--- src/rtl/dmem_arbiter_pkg.sv ---
// Shared definitions for the data-memory arbiter: width defaults, port indices
// and the tag recording which port is owed a read response.
package dmem_arbiter_pkg;

    localparam int ADDR_W_DEF = 32;
    localparam int DATA_W_DEF = 32;

    localparam logic PORT_EXE = 1'b0;
    localparam logic PORT_LDR = 1'b1;

    typedef struct packed {
        logic pending;
        logic port;
    } rsp_tag_t;

endpackage

--- src/rtl/dmem_arb_grant.sv ---
// Two-way priority select: port 0 (execute) wins ties unless the starvation
// guard says port 1 (loader) has waited long enough.
module dmem_arb_grant
    import dmem_arbiter_pkg::*;
(
    input  logic valid0_i,
    input  logic valid1_i,
    input  logic starve_i,
    output logic grant0_o,
    output logic grant1_o,
    output logic sel_o
);

    always_comb begin
        grant1_o = valid1_i & (~valid0_i | starve_i);
        grant0_o = valid0_i & ~grant1_o;
        sel_o    = grant1_o ? PORT_LDR : PORT_EXE;
    end

endmodule

--- src/rtl/dmem_arbiter.sv ---
// Shares the single-port data memory between the execute path (port 0) and the
// loader path (port 1); routes one-cycle-latency read data back to the reader.
module dmem_arbiter
    import dmem_arbiter_pkg::*;
#(
    parameter int ADDR_W     = ADDR_W_DEF,
    parameter int DATA_W     = DATA_W_DEF,
    parameter int MAX_CONSEC = 4
) (
    input  logic              clock,
    input  logic              reset,
    input  logic              req0_valid,
    input  logic              req0_write,
    input  logic [ADDR_W-1:0] req0_addr,
    input  logic [DATA_W-1:0] req0_wdata,
    output logic              req0_ready,
    output logic              rsp0_valid,
    output logic [DATA_W-1:0] rsp0_rdata,
    input  logic              req1_valid,
    input  logic              req1_write,
    input  logic [ADDR_W-1:0] req1_addr,
    input  logic [DATA_W-1:0] req1_wdata,
    output logic              req1_ready,
    output logic              rsp1_valid,
    output logic [DATA_W-1:0] rsp1_rdata,
    output logic              mem_read,
    output logic              mem_write,
    output logic [ADDR_W-1:0] mem_address,
    output logic [DATA_W-1:0] mem_datain,
    input  logic [DATA_W-1:0] mem_dataout
);

    localparam logic [3:0] MAX_C = 4'(MAX_CONSEC);

    logic     [3:0] consec_q, consec_d;
    rsp_tag_t       tag_q, tag_d;
    logic           v0, v1, grant0, grant1, sel;

    // Requests are masked while reset is high so nothing reaches memory.
    assign v0 = req0_valid & ~reset;
    assign v1 = req1_valid & ~reset;

    dmem_arb_grant u_grant (
        .valid0_i (v0),
        .valid1_i (v1),
        .starve_i (consec_q == MAX_C),
        .grant0_o (grant0),
        .grant1_o (grant1),
        .sel_o    (sel)
    );

    assign req0_ready = grant0;
    assign req1_ready = grant1;

    always_comb begin
        mem_read    = 1'b0;
        mem_write   = 1'b0;
        mem_address = '0;
        mem_datain  = '0;
        if (grant0) begin
            mem_read    = ~req0_write;
            mem_write   = req0_write;
            mem_address = req0_addr;
            mem_datain  = req0_wdata;
        end else if (grant1) begin
            mem_read    = ~req1_write;
            mem_write   = req1_write;
            mem_address = req1_addr;
            mem_datain  = req1_wdata;
        end
    end

    // Counts port-0 wins only while port 1 is actually waiting.
    always_comb begin
        consec_d = consec_q;
        if (!v1 || grant1) begin
            consec_d = 4'd0;
        end else if (grant0 && consec_q != MAX_C) begin
            consec_d = consec_q + 4'd1;
        end
    end

    always_comb begin
        tag_d.pending = (grant0 & ~req0_write) | (grant1 & ~req1_write);
        tag_d.port    = sel;
    end

    always_ff @(posedge clock or posedge reset) begin
        if (reset) begin
            consec_q <= 4'd0;
            tag_q    <= '0;
        end else begin
            consec_q <= consec_d;
            tag_q    <= tag_d;
        end
    end

    assign rsp0_valid = tag_q.pending & (tag_q.port == PORT_EXE);
    assign rsp1_valid = tag_q.pending & (tag_q.port == PORT_LDR);
    assign rsp0_rdata = rsp0_valid ? mem_dataout : '0;
    assign rsp1_rdata = rsp1_valid ? mem_dataout : '0;

endmodule
--- config.mk ---
export PLATFORM = sky130hd
export DESIGN_NAME = dmem_arbiter
export DESIGN_NICKNAME = d
export VERILOG_FILES = /design/src/rtl/dmem_arbiter_pkg.sv /design/src/rtl/dmem_arb_grant.sv /design/src/rtl/dmem_arbiter.sv
export SDC_FILE = /design/constraint.sdc
export NUM_CORES = 1
export LEC_CHECK = 0
export BUFFER_PORTS_ARGS = -buffer_cell sky130_fd_sc_hd__buf_2
export CAP_MARGIN = 30
export CORE_AREA = 3 3 116 118
export CTS_CLUSTER_SIZE = 40
export DETAILED_ROUTE_END_ITERATION = 8
export DIE_AREA = 0 0 119 121
export SLEW_MARGIN = 10
export SYNTH_ARGS = -nofsm -noshare
export SYNTH_HDL_FRONTEND = slang
export SYNTH_SLANG_ARGS = --single-unit
--- constraint.sdc ---
create_clock -name clock -period 1.5 [get_ports clock]
set_clock_uncertainty 0.05 [all_clocks]
set_input_delay 0.075 -clock clock [delete_from_list [all_inputs] [get_ports clock]]
set_output_delay 0.075 -clock clock [all_outputs]
set_load 0.03 [all_outputs]
# Word level (Yosys, flattened, before mapping)
# Index checks and enable logic that the tools add are counted.
[totals]
register_bits = 6
wordCells = 39
[op_classes]
n_addsub = 1
eq_ne = 2
mux = 13
bitwise = 16
n_reduce_logical = 4
[ops]
columns = ["operator", "n"]
rows = [
  ["32-bit two-way mux", 6],
  ["1-bit AND", 8],
  ["4-bit two-way mux", 2],
  ["1-bit inverter", 6],
  ["1-bit two-way mux", 5],
  ["4-bit by 1-bit adder with 4-bit output (second input constant)", 1],
  ["4-bit by 3-bit equality test with 1-bit output (second input constant)", 1],
  ["4-bit by 3-bit != test with 1-bit output (second input constant)", 1],
  ["1-bit OR", 2],
  ["2-bit nonzero test", 1],
  ["1-bit logical AND", 1],
  ["1-bit zero test", 1],
  ["1-bit logical OR", 1],
]

# Depth between registers and ports, before layout
# Gate-level depths: netlist of the first run.
[logic_depth]
ltp_word = 10
depth_mapped = 8
ltp_nobuf = 5

# Cells and area by module
# Synthesis of the first run repeated with hierarchy kept, for this count alone.
[unflattened]
cells_unflattened = 197
area_unflattened_um2 = 1497.7
[modules_own_cells]
columns = ["mod", "instances", "cells_per_inst", "area_per_inst_um2", "seq_area_each_um2"]
rows = [
  ["dmem_arbiter", 1, 193, 1471.4, 150.1],
  ["dmem_arb_grant", 1, 4, 26.3, 0.0],
]

# Worst setup path before layout of the first run
# Ideal clock, no wire load.
[synth_path]
path_kind = "flip-flop to output port"
from = "register consec_q[0]"
to = "output port mem_address[12]"
arrival_ns = 1.578
required_time_ns = 1.375
path_slack_ns = -0.203
stages_incl_launch_ff = 8
path_buffers = 2
cell_sequence = "dfrtp_1 -> inv_1 -> ha_1 -> nand4b_1 -> and3_1 -> clkbuf_2 -> buf_2 -> a22o_1"
[synth_via]
elab_chain_len = 6
elab_cells_between_ends = 7
[synth_rtl]
columns = ["item", "line", "source"]
rows = [
  ["from (decl)", "dmem_arbiter.sv:35", "logic [3:0] consec_q, consec_d;"],
  ["from (signal assigned)", "dmem_arbiter.sv:93", "consec_q <= consec_d;"],
  ["4-bit by 3-bit equality test with 1-bit output", "dmem_arbiter.sv:46", ".starve_i (consec_q == MAX_C),"],
  ["1-bit OR", "dmem_arb_grant.sv:15", "grant1_o = valid1_i & (~valid0_i | starve_i);"],
  ["1-bit AND", "dmem_arb_grant.sv:15", ""],
  ["1-bit inverter", "dmem_arb_grant.sv:16", "grant0_o = valid0_i & ~grant1_o;"],
  ["1-bit AND", "dmem_arb_grant.sv:16", ""],
  ["named net req0_ready", "dmem_arbiter.sv:16", "output logic req0_ready,"],
  ["32-bit two-way mux", "dmem_arbiter.sv:60", "if (grant0) begin"],
  ["to (decl)", "dmem_arbiter.sv:28", "output logic [ADDR_W-1:0] mem_address,"],
]
# The timed path passes the listed nets, and every way through them passes these cells.

# Worst setup path after layout of the first run
[layout_path]
from = "register consec_q[0]"
to = "output port mem_datain[3]"
[layout_via]
elab_chain_len = 6
elab_cells_between_ends = 7
[layout_rtl]
columns = ["item", "line", "source"]
rows = [
  ["4-bit by 3-bit equality test with 1-bit output *", "dmem_arbiter.sv:46", ""],
  ["1-bit OR *", "dmem_arb_grant.sv:15", ""],
  ["1-bit AND *", "dmem_arb_grant.sv:15", ""],
  ["1-bit inverter", "dmem_arb_grant.sv:16", ""],
  ["1-bit AND", "dmem_arb_grant.sv:16", ""],
  ["32-bit two-way mux *", "dmem_arbiter.sv:60", ""],
  ["to (decl)", "dmem_arbiter.sv:29", "output logic [DATA_W-1:0] mem_datain,"],
]
# Mark *: on every way between the ends. The rest lies on a longest branch, timed or not.

==> reports/qor.csv, run 1 <==
metric,value,unit
RR Startpoint,consec_q[0]$_DFFE_PP0P_,
"Setup violations, final",69,
final wirelength,9.238,mm
beginning of the worst hold path,req0_write,
height of the die,121,µm
Crit Path Class,flop to primary output,
crit path capture type,primary output,
r2r setup slk,-0.09,ns
final non-filler cell area,4199,µm²
maximum clock insertion buffer count,2,
Mapped Area,1434,µm²
leakage power total,2.569,nW
H-tree levels,1,
Vias,2729,
die width,119,µm
Avg Vias per Cell,4.067,
Core ar.,12570,µm²
initial antenna violation count,0,
worst slew pin tran,0.2719,ns
Critical Path Source Type,flop,
RSZ-0062 raised after global routing,yes,
Worst-path clk slew,0.03,ns
Mean Syn Cell Area,7.709,µm²
highest clock rate,520.0,MHz
maximum number of pins on one net before global-route repair,34,
met1 global-route usage,12.13,%
gr busiest metal,met2,
status,"complete, but fails checks",
first drt pass iteration count,4,
Final GP Congestion,0.7359,
YS warnings,0,
Die Area,14400,µm²
diode count,0,
Worst VDD drop,0.2759,mV
Ports,300,
# DRC,0,
final non-filler cell total,671,
clock tree from TritonCTS,yes,
fin crit share,128.2,%
syn_nets,354,
register area share after synthesis,10.47,%
ys flop type,dfrtp_1,
Critical Path AT,1.80,ns
dpl hpwl,7.552,mm
synthesized flop and latch total,6,
CTS Sinks,6,
Area after DPL,3679,µm²
clock latency on the worst-skew pair,0.23,ns
Setup WS post-layout,-0.4230,ns
clk root buf,clkbuf_16,
relative slew slack,81.81,%
Hold Crit Depth,3,
Synth top cells by count,"66 x a22o_1, 34 x and3_1, 33 x and2_1",
row count,41,
power density over the cells,439.5,nW/µm²
grt ovf,0,
violated checks,setup timing,
"count leader, synth",a22o_1,
grt met2 use,20.42,%
first-pass GRT wire length,13.02,mm
RR Endpoint,tag_q[1]$_DFF_PP0_,
Worst Reg-to-Reg Cells,7,
Synth cell types,22,
GR Util met3,3.869,%
total track usage,10.99,%
Area Growth Syn to Fin,192.8,%
DRT iter0 DRCs,64,
Synth top area share,40.31,%
WHS,0.1757,ns
minimum clock period,1.923,ns
final net count,669,
layout cells sized above 1,81.56,%
crit-path max FO,15,
synth top area cells,"a22o_1 40%, and3_1 15%, and2_1 14%, dfrtp_1 10%, buf_6 3.1%",
pins over their slew limit,0,
Max-cap violations,0,
Post-synth EDFFs,0,
initial core utilization,11.41,%
Syn Inst Count,186,
"area leader, netlist",a22o_1,
CTS Buf Count,3,
Routed WL per cell,13.77,µm
Required @ worst endpoint,1.37,ns
vias in the first global route,2648,
IO Port Bufs,299,
Placed Instances,660,
HP Class,input port to flop,
Design Power,1.846,mW
final hold viol count,0,
worst hold path endpoint,tag_q[1]$_DFF_PP0_,
Detail Route Antenna Nets,0,
"Async S/R FF share, synth",100.0,%
==> where the power goes <==
group | switching, mW | internal [mW] | total, mW
logic | 0.649 | 0.598 | 1.25
registers | 0.00216 | 0.167 | 0.169
clock network | 0.0876 | 0.342 | 0.429
==> cell families after synthesis <==
family / after synthesis / share of synthesized area [%]
fa+ha+maj: 2 / 1.745
xor+xnor: 2 / 1.222
buf+inv: 30 / 11.43
flops: 6 / 10.47
simple gates: 78 / 33.60
compound gates: 68 / 41.54
==> critical path: stages, from the launching register on <==
cell and delay, ns:
dfrtp_1 0.36, inv_1 0.06, ha_2 0.18, nand3b_1 0.14
a21oi_4 0.21, buf_12 0.18, buf_4 0.15, a22o_4 0.13
buf_4 0.15
==> worst max-delay path by stage <==
stage,startpoint,end,slack (ns),cells past startpoint
2_1_floorplan,consec_q[0]$_DFFE_PP0P_,mem_address[12],-0.14,7
3_3_place_gp,consec_q[0]$_DFFE_PP0P_,mem_address[12],-0.25,7
3_5_place_dp,consec_q[0]$_DFFE_PP0P_,mem_address[18],-0.28,7
4_1_cts,consec_q[0]$_DFFE_PP0P_,mem_datain[3],-0.42,7
5_1_grt,consec_q[1]$_DFFE_PP0P_,mem_datain[3],-0.51,7
6_report,consec_q[0]$_DFFE_PP0P_,mem_datain[3],-0.42,8
==> repair_timing <==
| action | CTS | global route |
|---|---|---|
| pin swaps | 1 | 1 |
| buffers inserted | 4 | 2 |
| cloned | 0 | 1 |
| gates resized for setup | 89 | 23 |
| hold buffers | 1 | 0 |
| endpoints found under the setup margin | 69 | 100 |
| hold endpoints to repair | 6 | 0 |
==> routing by layer <==
layer	vias up	wire (µm)	part of all wire, %
li1	1342	-	-
met1	1207	3411	37
met2	176	4797	52
met3	4	968	10
met4	0	61	0.66
met5	-	0	0
==> per-stage QoR <==
stage	utilization, %	setup slack (ns)	TNS, ns
finish	33.41	-0.4230	-25.92
floorplan	-	-0.1351	-6.565
CTS	32.40	-0.4203	-26.01
global route	33.41	-0.5086	-31.99
detailed placement	29.27	-0.2795	-14.81
global placement	29.27	-0.2481	-14.01
==> cell usage in the layout (no fill, tap or decap), types with 2 or more instances in the layout <==
master,n
buf_12,6
and2_1,33
clkbuf_16,4
nor3_1,4
a22o_2,23
inv_1,6
dfrtp_1,6
buf_4,29
buf_6,51
a22o_4,42
buf_2,245
and3_1,33
nand3_1,2
==> sequential cells by signal (all words and copies together) (netlist names) <==
register,count
consec_q,4
tag_q,2
==> cell type report <==
| cell class | count | area, µm² |
|---|---|---|
| Fill cell | 1292 | 8369 |
| Clock buffer | 3 | 75.07 |
| Inverter | 6 | 22.52 |
| Multi-Input combinational cell | 150 | 1548 |
| Tap cell | 172 | 215.2 |
| Sequential cell | 6 | 150.1 |
| Timing Repair Buffer | 334 | 2188 |
Power figures use the tool's default switching activity.
==> run 2, diff against run 1 <==
--- a/config.mk
+++ b/config.mk
@@ -11,6 +11,8 @@
 export CTS_CLUSTER_SIZE = 40
 export DETAILED_ROUTE_END_ITERATION = 8
 export DIE_AREA = 0 0 119 121
+export MAX_ROUTING_LAYER = met4
+export SKIP_CTS_REPAIR_TIMING = 1
 export SLEW_MARGIN = 10
 export SYNTH_ARGS = -nofsm -noshare
 export SYNTH_HDL_FRONTEND = slang
==> run 2 against run 1 <==
The flow still finishes with violations (setup timing). Count of clock-buffer cells in the layout unchanged. Total power down 5.6%. Global-route usage down 0.30 points. Worst setup slack worse by 0.015 ns. Via count down 0.44%. Flip-flop and latch count unchanged. Highest routed layer unchanged. Clock power about the same. Critical path depth down 1. Wire length down 4.2%. Worst hold slack worse by 0.018 ns.
==> reports/qor.csv, run 2 (same netlist as run 1, synthesis figures left out) <==
metric,value,unit,change
status,"complete, but fails checks",,
violated checks,setup timing,,
grt ovf,0,,unchanged
minimum clock period,1.938,ns,+0.01548 ns
Area Growth Syn to Fin,175.1,%,
Logic pwr share,65.7,%,-1.9 points
Worst path max stage delay,0.36,ns,about the same
Critical Path AT,1.81,ns,about the same
CTS Buf Count,3,,unchanged
Critical Path Source Type,flop,,
final net count,671,,+0.30%
Detail Route Antenna Nets,0,,unchanged
Setup WS post-layout,-0.4385,ns,-0.01548 ns
Vias,2717,,-0.44%
layout cells sized above 1,81.64,%,about the same
Largest Register,consec_q,,
clock network power share,24.6,%,+1.3 points
RR Endpoint,tag_q[1]$_DFF_PP0_,,
initial antenna violation count,0,,unchanged
fin crit share,129.2,%,+1.0 points
row count,41,,unchanged
"Setup violations, final",69,,unchanged
Max-cap violations,0,,unchanged
max reg flops,4,,unchanged
maximum clock insertion buffer count,2,,unchanged
Crit Path Class,flop to primary output,,
crit path capture type,primary output,,
Worst Setup SP,consec_q[0]$_DFFE_PP0P_,,
Sw Share,40.94,%,+0.90 points
Design Power,1.742,mW,-5.6%
maximum number of pins on one net before global-route repair,34,,unchanged
Worst VDD drop,0.2696,mV,-2.3%
clock latency on the worst-skew pair,0.23,ns,about the same
RR Startpoint,consec_q[0]$_DFFE_PP0P_,,
vias in the first global route,2555,,-3.5%
die width,119,µm,unchanged
height of the die,121,µm,unchanged
first drt pass iteration count,4,,unchanged
final non-filler cell total,673,,+0.30%
DRT iter0 DRCs,65,,+1.6%
crit path cell chain,inv_1 > ha_2 > nand3b_1 > a21oi_4 > buf_6 > a22o_2 > buf_2,,
Worst-path clk slew,0.03,ns,about the same
final wirelength,8.848,mm,-4.2%
Setup crit end,mem_address[18],,
final hold viol count,0,,unchanged
IO Port Bufs,299,,unchanged
leakage power total,2.525,nW,-1.7%
Reg power frac,9.7,%,+0.5 points
Routed WL per cell,13.15,µm,-4.5%
pins over their slew limit,0,,unchanged
worst slew pin tran,0.2783,ns,+0.006377 ns
Core ar.,12570,µm²,unchanged
CP max-delay cell,dfrtp_1,,
H-tree levels,1,,unchanged
"most common cell after layout, fill and taps aside",buf_2,,
power density over the cells,441.6,nW/µm²,+0.48%
RSZ-0062 raised after global routing,yes,,
Worst Reg-to-Reg Cells,6,,-1
HP Class,input port to flop,,
most frequent cells in the layout,"280 x buf_2, 42 x a22o_4, 34 x buf_4",,
clk root buf,clkbuf_16,,
total track usage,10.68,%,-0.30 points
first-pass GRT wire length,12.38,mm,-4.9%
Die Area,14400,µm²,unchanged
Largest regs,"consec_q (4), tag_q (2)",,
design internal power,1.029,mW,-7.0%
# DRC,0,,unchanged
dpl hpwl,7.552,mm,unchanged
diode count,0,,unchanged
relative slew slack,81.38,%,-0.43 points
Required @ worst endpoint,1.37,ns,about the same
CTS Sinks,6,,unchanged
Placed Instances,660,,unchanged
r2r setup slk,-0.04,ns,+0.05 ns
Avg Vias per Cell,4.037,,-0.74%
crit-path max FO,25,,+10
initial core utilization,11.41,%,unchanged
clock tree from TritonCTS,yes,,
Psw,0.7133,mW,-3.5%
Ports,300,,unchanged
highest clock rate,515.9,MHz,-0.80%
Fin Setup TNS,-27.46,ns,-1.543 ns
Final GP Congestion,0.7450,,+1.2%
==> run 2: changes by cell type in the layout (fill, tap and decap cells not counted) <==
| cell | delta |
|---|---|
| buf_12 | -1 |
| buf_2 | +35 |
| buf_4 | +5 |
| buf_6 | -43 |
| buf_8 | -1 |
| clkbuf_4 | +7 |
==> run 2: worst max-delay path, delay by kind of cell (launching register included) <==
family | cells | cell delay [ns]
buffers and inverters | 3 | 0.50
AOI/OAI and AO/OA | 2 | 0.39
DFF | 1 | 0.36
adders and majority gates | 1 | 0.18
and+or+nand+nor | 1 | 0.14
==> run 2: worst min-delay path by stage <==
| stage | startpoint | endpoint | slack, ns | cells after the start |
|---|---|---|---|---|
| after CTS | reset | consec_q[0]$_DFFE_PP0P_ | -0.20 | 3 |
| after floorplan | reset | consec_q[0]$_DFFE_PP0P_ | -0.17 | 1 |
| final | req1_write | tag_q[1]$_DFF_PP0_ | 0.16 | 3 |
| after global placement | reset | consec_q[1]$_DFFE_PP0P_ | 0.05 | 3 |
| after global routing | req1_write | tag_q[1]$_DFF_PP0_ | 0.19 | 3 |
| after detailed placement | reset | consec_q[0]$_DFFE_PP0P_ | 0.05 | 3 |
==> run 2: power by group through the flow <==
stage,Sequential [mW],Combinational (mW),Clock (mW)
2_1_floorplan,0.173,0.643,0
3_3_place_gp,0.170,1.10,0
3_5_place_dp,0.171,1.10,0
4_1_cts,0.169,1.11,0.440
5_1_grt,0.169,1.22,0.455
6_report,0.169,1.15,0.428
==> run 2: per-layer routing <==
layer | global-route usage [%] | routed length [µm] | share of wire, % | up-vias
li1 | - | - | - | 1344
met1 | 12.16 | 3500 | 40 | 1200
met2 | 19.11 | 4484 | 51 | 171
met3 | 2.890 | 823 | 9.3 | 2
met4 | 1.738 | 39 | 0.44 | 0
met5 | - | 0 | 0 | -
==> run 2: final cells by class <==
cell class	instances	area [µm²]
timing repair buffer	336	1934
sequential	6	150.1
clock buffer	3	75.07
fill	1323	8623
tap	172	215.2
multi-input combinational	150	1548
inverter	6	22.52
==> run 2: metrics by stage <==
step	cell area, µm²	utilization (%)	worst slack [ns]	hold WS [ns]
after floorplan	1836	-	-0.1351	-0.1736
after global placement	3679	29.27	-0.2481	0.04788
after detailed placement	3679	29.27	-0.2795	0.04905
after CTS	3754	29.87	-0.5277	-0.1952
after global routing	3945	31.39	-0.5232	0.1890
final	3945	31.39	-0.4385	0.1575
==> run 3, diff against run 2 <==
--- a/config.mk
+++ b/config.mk
@@ -11,7 +11,7 @@
 export CTS_CLUSTER_SIZE = 40
 export DETAILED_ROUTE_END_ITERATION = 8
 export DIE_AREA = 0 0 119 121
-export MAX_ROUTING_LAYER = met4
+export PLACE_DENSITY_LB_ADDON = 0.15
 export SKIP_CTS_REPAIR_TIMING = 1
 export SLEW_MARGIN = 10
 export SYNTH_ARGS = -nofsm -noshare
==> run 3 against run 2 <==
The run still ends with setup timing left. Critical path depth rose by 1. Global-route usage rose by 0.43 points. Wire length rose by 19%. Non-clock buffer count fell by 3. Clock power barely moved. Worst hold slack improved by 0.033 ns. Cell count fell by 0.45%. Die area did not move. First-iteration DRC count rose by 22%. Flip-flop and latch count did not move. Worst setup slack got worse by 0.0086 ns. Total power rose by 13%.
==> reports/qor.csv, run 3 (same netlist as run 1, synthesis figures left out) <==
metric,value,unit,change
status,"complete, but fails checks",,
violated checks,setup timing,,
die width,119,µm,unchanged
Final GP Congestion,0.7557,,+1.4%
initial antenna violation count,0,,unchanged
crit path capture type,primary output,,
maximum number of pins on one net before global-route repair,52,,+53%
final net count,668,,-0.45%
Detail Route Antenna Nets,0,,unchanged
Critical Path AT,1.82,ns,about the same
Max-cap violations,0,,unchanged
Largest regs,"consec_q (4), tag_q (2)",,
crit-path max FO,8,,-68%
HP Class,input port to flop,,
Vias,2803,,+3.2%
layout cells sized above 1,81.93,%,+0.29 points
Avg Vias per Cell,4.184,,+3.6%
crit path cell chain,inv_1 > ha_2 > nand3b_1 > a21oi_4 > buf_12 > clkbuf_16 > a22o_2 > buf_6,,
DRT iter0 DRCs,79,,+22%
"most common cell after layout, fill and taps aside",buf_2,,
grt ovf,0,,unchanged
leakage power total,2.718,nW,+7.6%
Fin Setup TNS,-27.42,ns,+0.04220 ns
RSZ-0062 raised after global routing,yes,,
dpl hpwl,7.715,mm,+2.2%
"CP delay by family, top",buffers and inverters,,
row count,41,,unchanged
power density over the cells,427.5,nW/µm²,-3.2%
most frequent cells in the layout,"231 x buf_2, 70 x buf_6, 57 x a22o_4",,
final hold viol count,0,,unchanged
total track usage,11.11,%,+0.43 points
Crit Path Class,flop to primary output,,
Worst path max stage delay,0.37,ns,about the same
CP max-delay cell,dfrtp_1,,
Routed WL per cell,15.68,µm,+19%
vias in the first global route,2699,,+5.6%
"Setup violations, final",70,,+1.4%
diode count,0,,unchanged
height of the die,121,µm,unchanged
worst slew pin tran,0.2908,ns,+0.01248 ns
crit path buf inv count,4,,+1
clock latency on the worst-skew pair,0.23,ns,about the same
IO Port Bufs,299,,unchanged
clock tree from TritonCTS,yes,,
fin crit share,129.8,%,+0.57 points
Core ar.,12570,µm²,unchanged
minimum clock period,1.947,ns,+0.008551 ns
Required @ worst endpoint,1.37,ns,about the same
Worst-path clk slew,0.03,ns,about the same
max reg flops,4,,unchanged
final non-filler cell area,4601,µm²,+17%
Critical Path Source Type,flop,,
Area after DPL,3611,µm²,-1.8%
H-tree levels,1,,unchanged
CTS Sinks,6,,unchanged
Ports,300,,unchanged
Worst VDD drop,0.2513,mV,-6.8%
Area Growth Syn to Fin,220.9,%,
relative slew slack,80.55,%,-0.83 points
first-pass GRT wire length,13.17,mm,+6.4%
final wirelength,10.50,mm,+19%
first drt pass iteration count,4,,unchanged
Die Area,14400,µm²,unchanged
maximum clock insertion buffer count,2,,unchanged
pins over their slew limit,0,,unchanged
# DRC,0,,unchanged
CTS Buf Count,3,,unchanged
initial core utilization,11.41,%,unchanged
highest clock rate,513.6,MHz,-0.44%
Setup WS post-layout,-0.4470,ns,-0.008551 ns
Largest Register,consec_q,,
clk root buf,clkbuf_16,,
==> run 3: metrics by stage <==
stage / hold WS [ns] / setup WS [ns] / cells / total power [mW] / utilization (%)
after floorplan: -0.1736 / -0.1351 / 186 / 0.8154 / -
after global placement: 0.04810 / -0.2792 / 651 / 1.258 / 28.73
after detailed placement: 0.04840 / -0.2771 / 651 / 1.261 / 28.73
after CTS: -0.1924 / -0.5395 / 654 / 1.700 / 29.33
after global routing: 0.2254 / -0.5467 / 670 / 2.071 / 36.61
final: 0.1903 / -0.4470 / 670 / 1.967 / 36.61
==> run 3: path summary, 6_finish.rpt <==
kind,start,to,slack [ns],cells past startpoint
setup / recovery,consec_q[0]$_DFFE_PP0P_,mem_address[15],-0.45,8
hold / removal,req1_write,tag_q[1]$_DFF_PP0_,0.19,3
setup reg to reg,consec_q[0]$_DFFE_PP0P_,tag_q[1]$_DFF_PP0_,-0.19,8
hold reg to reg,consec_q[0]$_DFFE_PP0P_,consec_q[0]$_DFFE_PP0P_,0.50,2
max in group asynchronous,reset,consec_q[0]$_DFFE_PP0P_,0.75,4
min in group asynchronous,reset,consec_q[1]$_DFFE_PP0P_,0.42,4
==> run 3: area by class of cell <==
class / count / area (µm²)
Sequential cell: 6 / 150.1
Tap cell: 172 / 215.2
Inverter: 6 / 22.52
Fill cell: 1253 / 7968
Multi-Input combinational cell: 150 / 1668
Clock buffer: 3 / 75.07
Timing Repair Buffer: 333 / 2470
==> run 3: power breakdown <==
group / switching [mW] / internal, mW
Clock: 0.0876 / 0.342
Combinational: 0.686 / 0.683
Sequential: 0.00204 / 0.167
==> run 3: per-layer routing <==
| layer | wire [µm] | GRT usage [%] |
|---|---|---|
| met2 | 5845 | 22.22 |
| met4 | 105 | 2.245 |
| met5 | 0 | 0 |
| met3 | 1007 | 3.683 |
| met1 | 3546 | 11.04 |
==> run 3: tightest hold or removal path: cells and delay by family <==
family / cells / cell delay, ns
buffers and inverters: 2 / 0.19
AO/OA/AOI/OAI: 1 / 0.16
